--- src/rtl/dec_out_mux_fifo.sv ---
// Output stage of the decryption system: picks one channel, buffers it in a small FIFO and
// delivers bytes on ready/valid with a minimum idle gap, draining fully before any channel switch.
module dec_out_mux_fifo #(
    parameter int D_WIDTH = 8,
    parameter int NUM_CH  = 3,
    parameter int SEL_W   = 2,
    parameter int DEPTH   = 4,
    parameter int GAP     = 1
) (
    input  logic                      clk,
    input  logic                      rst_n,
    input  logic [SEL_W-1:0]          select,
    input  logic [NUM_CH*D_WIDTH-1:0] data_i,
    input  logic [NUM_CH-1:0]         valid_i,
    output logic [D_WIDTH-1:0]        data_o,
    output logic                      valid_o,
    input  logic                      ready_i,
    output logic                      busy_o,
    output logic                      overflow_o,
    output logic [SEL_W-1:0]          act_sel_o
);
    localparam int AW = $clog2(DEPTH);
    localparam int CW = AW + 1;
    localparam int GW = (GAP > 0) ? $clog2(GAP + 1) : 1;
    localparam logic [SEL_W-1:0] CH_LIMIT = SEL_W'(NUM_CH);
    localparam logic [CW-1:0]    FULL_CNT = CW'(DEPTH);

    typedef enum logic [1:0] {ST_OFF, ST_RUN, ST_DRAIN, ST_SWITCH} state_t;

    state_t             state;
    logic [SEL_W-1:0]   act_sel;
    logic [SEL_W-1:0]   act_sel_nxt;
    logic [D_WIDTH-1:0] mem [DEPTH];
    logic [AW-1:0]      wr_ptr;
    logic [AW-1:0]      rd_ptr;
    logic [CW-1:0]      count;
    logic [GW-1:0]      gap_cnt;
    logic [D_WIDTH-1:0] ch_data;
    logic               ch_valid;
    logic               push_req;
    logic               push;
    logic               pop;
    logic               xfer;
    logic               gap_ok;

    assign busy_o    = (count != '0) || valid_o;
    assign act_sel_o = act_sel;

    // NOTE: every signal gets a default at the top of the block, so no path can infer a latch.
    always_comb begin
        ch_data  = '0;
        ch_valid = 1'b0;
        for (int k = 0; k < NUM_CH; k++) begin
            if (act_sel == SEL_W'(k)) begin
                ch_data  = data_i[k*D_WIDTH +: D_WIDTH];
                ch_valid = valid_i[k];
            end
        end
    end

    // Channel state is decoded from the active-select register against the requested select.
    always_comb begin
        state       = ST_OFF;
        act_sel_nxt = act_sel;
        if (select == act_sel) begin
            state = (act_sel < CH_LIMIT) ? ST_RUN : ST_OFF;
        end else if (busy_o) begin
            state = ST_DRAIN;
        end else begin
            state       = ST_SWITCH;
            act_sel_nxt = select;
        end
    end

    // NOTE: registered state uses non-blocking assignments so all flops update from pre-edge values.
    always_ff @(posedge clk or negedge rst_n) begin
        if (!rst_n) begin
            act_sel <= '1;
        end else begin
            act_sel <= act_sel_nxt;
        end
    end

    // The counter expiring on this edge already satisfies the idle gap, giving one beat per GAP+1.
    assign gap_ok   = (gap_cnt <= GW'(1));
    assign xfer     = valid_o && ready_i;
    assign push_req = (state == ST_RUN) && ch_valid;
    assign push     = push_req && (count != FULL_CNT);
    assign pop      = (count != '0) && gap_ok && (!valid_o || (xfer && (GAP == 0)));

    // NOTE: the storage array carries no reset; pointers and count alone define which entries are live.
    always_ff @(posedge clk) begin
        if (push) begin
            mem[wr_ptr] <= ch_data;
        end
    end

    always_ff @(posedge clk or negedge rst_n) begin
        if (!rst_n) begin
            wr_ptr     <= '0;
            rd_ptr     <= '0;
            count      <= '0;
            gap_cnt    <= '0;
            data_o     <= '0;
            valid_o    <= 1'b0;
            overflow_o <= 1'b0;
        end else begin
            if (push) begin
                wr_ptr <= wr_ptr + AW'(1);
            end
            if (pop) begin
                rd_ptr <= rd_ptr + AW'(1);
            end
            if (push && !pop) begin
                count <= count + CW'(1);
            end else if (pop && !push) begin
                count <= count - CW'(1);
            end
            if (push_req && !push) begin
                overflow_o <= 1'b1;
            end
            if (pop) begin
                data_o  <= mem[rd_ptr];
                valid_o <= 1'b1;
            end else if (xfer) begin
                data_o  <= '0;
                valid_o <= 1'b0;
            end
            if (xfer) begin
                gap_cnt <= GW'(GAP);
            end else if (gap_cnt != '0) begin
                gap_cnt <= gap_cnt - GW'(1);
            end
        end
    end
endmodule

--- config.mk ---
export PLATFORM = sky130hd
export DESIGN_NAME = dec_out_mux_fifo
export DESIGN_NICKNAME = d
export VERILOG_FILES = /design/src/rtl/dec_out_mux_fifo.sv
export SDC_FILE = /design/constraint.sdc
export NUM_CORES = 1
export LEC_CHECK = 0
export CAP_MARGIN = 20
export CORE_UTILIZATION = 29
export CTS_CLUSTER_DIAMETER = 120
export DETAILED_ROUTE_END_ITERATION = 16
export SYNTH_ARGS = -nofsm -noshare
export SYNTH_HDL_FRONTEND = slang
export SYNTH_SLANG_ARGS = --single-unit
export TNS_END_PERCENT = 10
--- constraint.sdc ---
create_clock -name clk -period 2.8 [get_ports clk]
set_input_delay 0.56 -clock clk [delete_from_list [all_inputs] [get_ports clk]]
set_output_delay 0.56 -clock clk [all_outputs]
set_load 0.05 [all_outputs]
==> flow_summary.ini <==
[run_status]
status = complete, no violations

[clock_network]
path_clk_slew_ns = 0.09
clockBufferDepth = 2
cts_max_level = 2
clkLatencyLatePin_ns = 0.30
numCtsBuffers = 5
cts.sinks = 51
root_buffer = clkbuf_8
cts_tree = yes

[yosys]
synth_top_area_cell = edfxtp_1
ys_top_cells_by_area = edfxtp_1 (42%), dfrtp_1 (19%), mux4_2 (7.9%)
synth_ff_type = edfxtp_1
postSynth.asyncResetShare_pct = 37.3
yosysMostFrequentCell = edfxtp_1
yosysUniqueCellTypes = 34
syn_inst = 144
synth_xor_area_share_pct = 3.03
synth_warnings = 0
synth_mux_area_share_pct = 13.0
synth_area_per_cell_um2 = 15.8
synth_adder_area_share_pct = 3.63
syn-num-nets = 182
synth_compound_area_share_pct = 7.26
synth-edff-count = 32
synth_top_family_by_area = multiplexers
synth_top_area_share_pct = 42.3
ys_seq_area_share_pct = 63.3
syn_area_um2 = 2270
synth_common_cells = edfxtp_1 (32), dfrtp_1 (17), nand2_1 (15)
ys_seq_elements = 51
synthSimpleGateAreaFrac_pct = 6.99

[layout]
antenna_cells = 0
area_delta_synth_final_pct = 31.0
nets = 234
drive_gt1_share_pct = 15.7

[route]
drt_pass1_iterations = 4
routed_wl_um = 4490
drt-wirelength-per-cell_um = 15.2
vias = 1372
vias_per_cell = 4.64
drtAntennaViolNets = 0
drc = 0
drtIter0Drc = 43

[setup_path]
cp_num_buf_inv = 1
cp_data_required_time_ns = 2.24
max_stage_delay_ns = 0.85
r2r-start = act_sel_o[0]
worstRegToRegCells = 9
crit_family = buffers and inverters
path_max_fanout = 8
cp_cell_sequence = clkdlybuf4s50_1
endpoint_kind = output pin
crit_type = flip-flop to output pin
crit_slowest_cell = clkdlybuf4s50_1
r2r_end = count[2]
reg2reg_slack_ns = 0.45
critPathLaunchType = flip-flop
cp.arrival_ns = 1.84

[placed_design]
post-dp-hpwl_um = 3090
preCtsSetupSlack_ns = 0.168
gp_congestion = 0.703
portBuffers = 44

[hold_path]
hold_depth = 1
hold_end = overflow_o
hp-start = overflow_o
hold_class = flip-flop to flip-flop

[sta]
tightestPinTransition_ns = 0.582
final-max-slew-violation-count = 0
clock_skew_ns = 0.00455
period_minus_slack_ns = 2.40
fin_setup_tns_ns = 0
rsz0062_at_grt = false
setup_ws_ns = 0.397
hold_viol = 0
post-route-period-util_pct = 85.8
final-setup-viol-count = 0
slew_headroom_pct = 61.2
fmax_ghz = 0.416

[run]
drv_cap = 0

[die]
rows = 31
start_util_pct = 30.7
fp.dieH_um = 90.5
ios = 45
core-area_um2 = 7410
die_area_um2 = 8200
dieWidth_um = 90.5

[pwr]
vdd_ir_drop_max_mv = 0.540
fin_total_pwr_w = 0.00320
cellPowerDensity_nw_per_um2 = 1070
cellLeakagePower_nw = 1.11

[global_routing]
overflow = 0
grt_pass1_vias = 1359
grt_max_degree = 20
grt_pass1_wl_um = 7270
track_usage_pct = 12.0
antenna_found_initial = 0
==> how the worst max path moves through the flow <==
stage	to	startpoint	cells past startpoint	slack, ns
after CTS	busy_o	count[0]	3	0.12
after floorplan	count[2]	act_sel_o[0]	10	0.30
after global placement	count[2]	select[0]	10	0.20
final	act_sel_o[1]	act_sel_o[1]	1	0.40
after detailed placement	count[2]	select[0]	10	0.17
after global routing	count[2]	act_sel_o[0]	9	0.30
==> kinds of logic after synthesis <==
logic type,count (synthesis)
AOI/OAI and AO/OA,20
xor gates and xnor gates,7
adders and majority gates,6
buffers and inverters,11
DFF,51
muxes,19
and+or+nand+nor,30
==> per-stage QoR <==
stage,cells,util (%),hold WS (ns),area (µm²)
after floorplan,144,-,0.264,2270
after global placement,288,38.4,0.455,2840
after detailed placement,288,38.4,0.450,2840
after CTS,296,40.2,0.478,2980
after global routing,296,40.2,0.514,2980
final,296,40.2,0.477,2980
==> cells in the final DEF, fill, tap and decap left out <==
master and instances:
clkdlybuf4s50_1 43, edfxtp_1 32, dfrtp_1 17, nand2_1 15
mux2i_1 9, o21ai_0 9, mux4_2 8, a22o_1 8
inv_1 6, buf_4 6, ha_1 5, clkbuf_8 5
and2_1 4, xnor2_1 4, nor2_1 3, xor2_1 2
dfstp_2 2, bufinv_16 2, nor2b_1 1, nand3b_1 1
o21a_4 1, xnor2_2 1, a32oi_4 1, nor3b_2 1
nor3_4 1, nor3_1 1, nor2_2 1, nor4_1 1
nand2b_1 1, a21o_1 1, mux2_4 1, mux2_2 1
fa_1 1, clkbuf_1 1, dlymetal6s2s_1 1
==> repair_timing <==
item / CTS / global route
buffers inserted: 0 / 0
endpoints found under the hold margin: 0 / 0
hold buffers: 0 / 0
setup endpoints to repair: 0 / 1
gates resized for setup: 0 / 1
==> metal layers <==
metal  routed length, µm  vias up  share of wire (%)  track usage [%]
met4                  60        0                1.3             4.44
li1                    -      635                  -                -
met3                 226        5                5.0             2.19
met5                   0        -                  0                0
met2                2280       44                 51             20.1
met1                1920      688                 43             15.3
==> sequential cells by signal (all words and copies together), names as in the netlist <==
signal and count:
rd_ptr 2, count 3, overflow_o 1, mem 32, act_sel_o 2, wr_ptr 2
valid_o 1, data_o 8
==> area by class of cell <==
cell class	count	area, µm²
Fill cell	694	4430
Inverter	6	22.5
Tap cell	99	124
Clock buffer	6	72.6
Multi-Input combinational cell	82	772
Timing Repair Buffer	50	488
Clock inverter	2	60.1
Sequential cell	51	1440
==> power breakdown <==
group | internal, W | switching [W] | total (W)
Sequential | 0.00106 | 0.000203 | 0.00126
Clock | 0.000357 | 0.000241 | 0.000598
Combinational | 0.000599 | 0.000739 | 0.00134
Total | 0.00201 | 0.00118 | 0.00320
No activity file was read; power rests on OpenSTA's default activity.
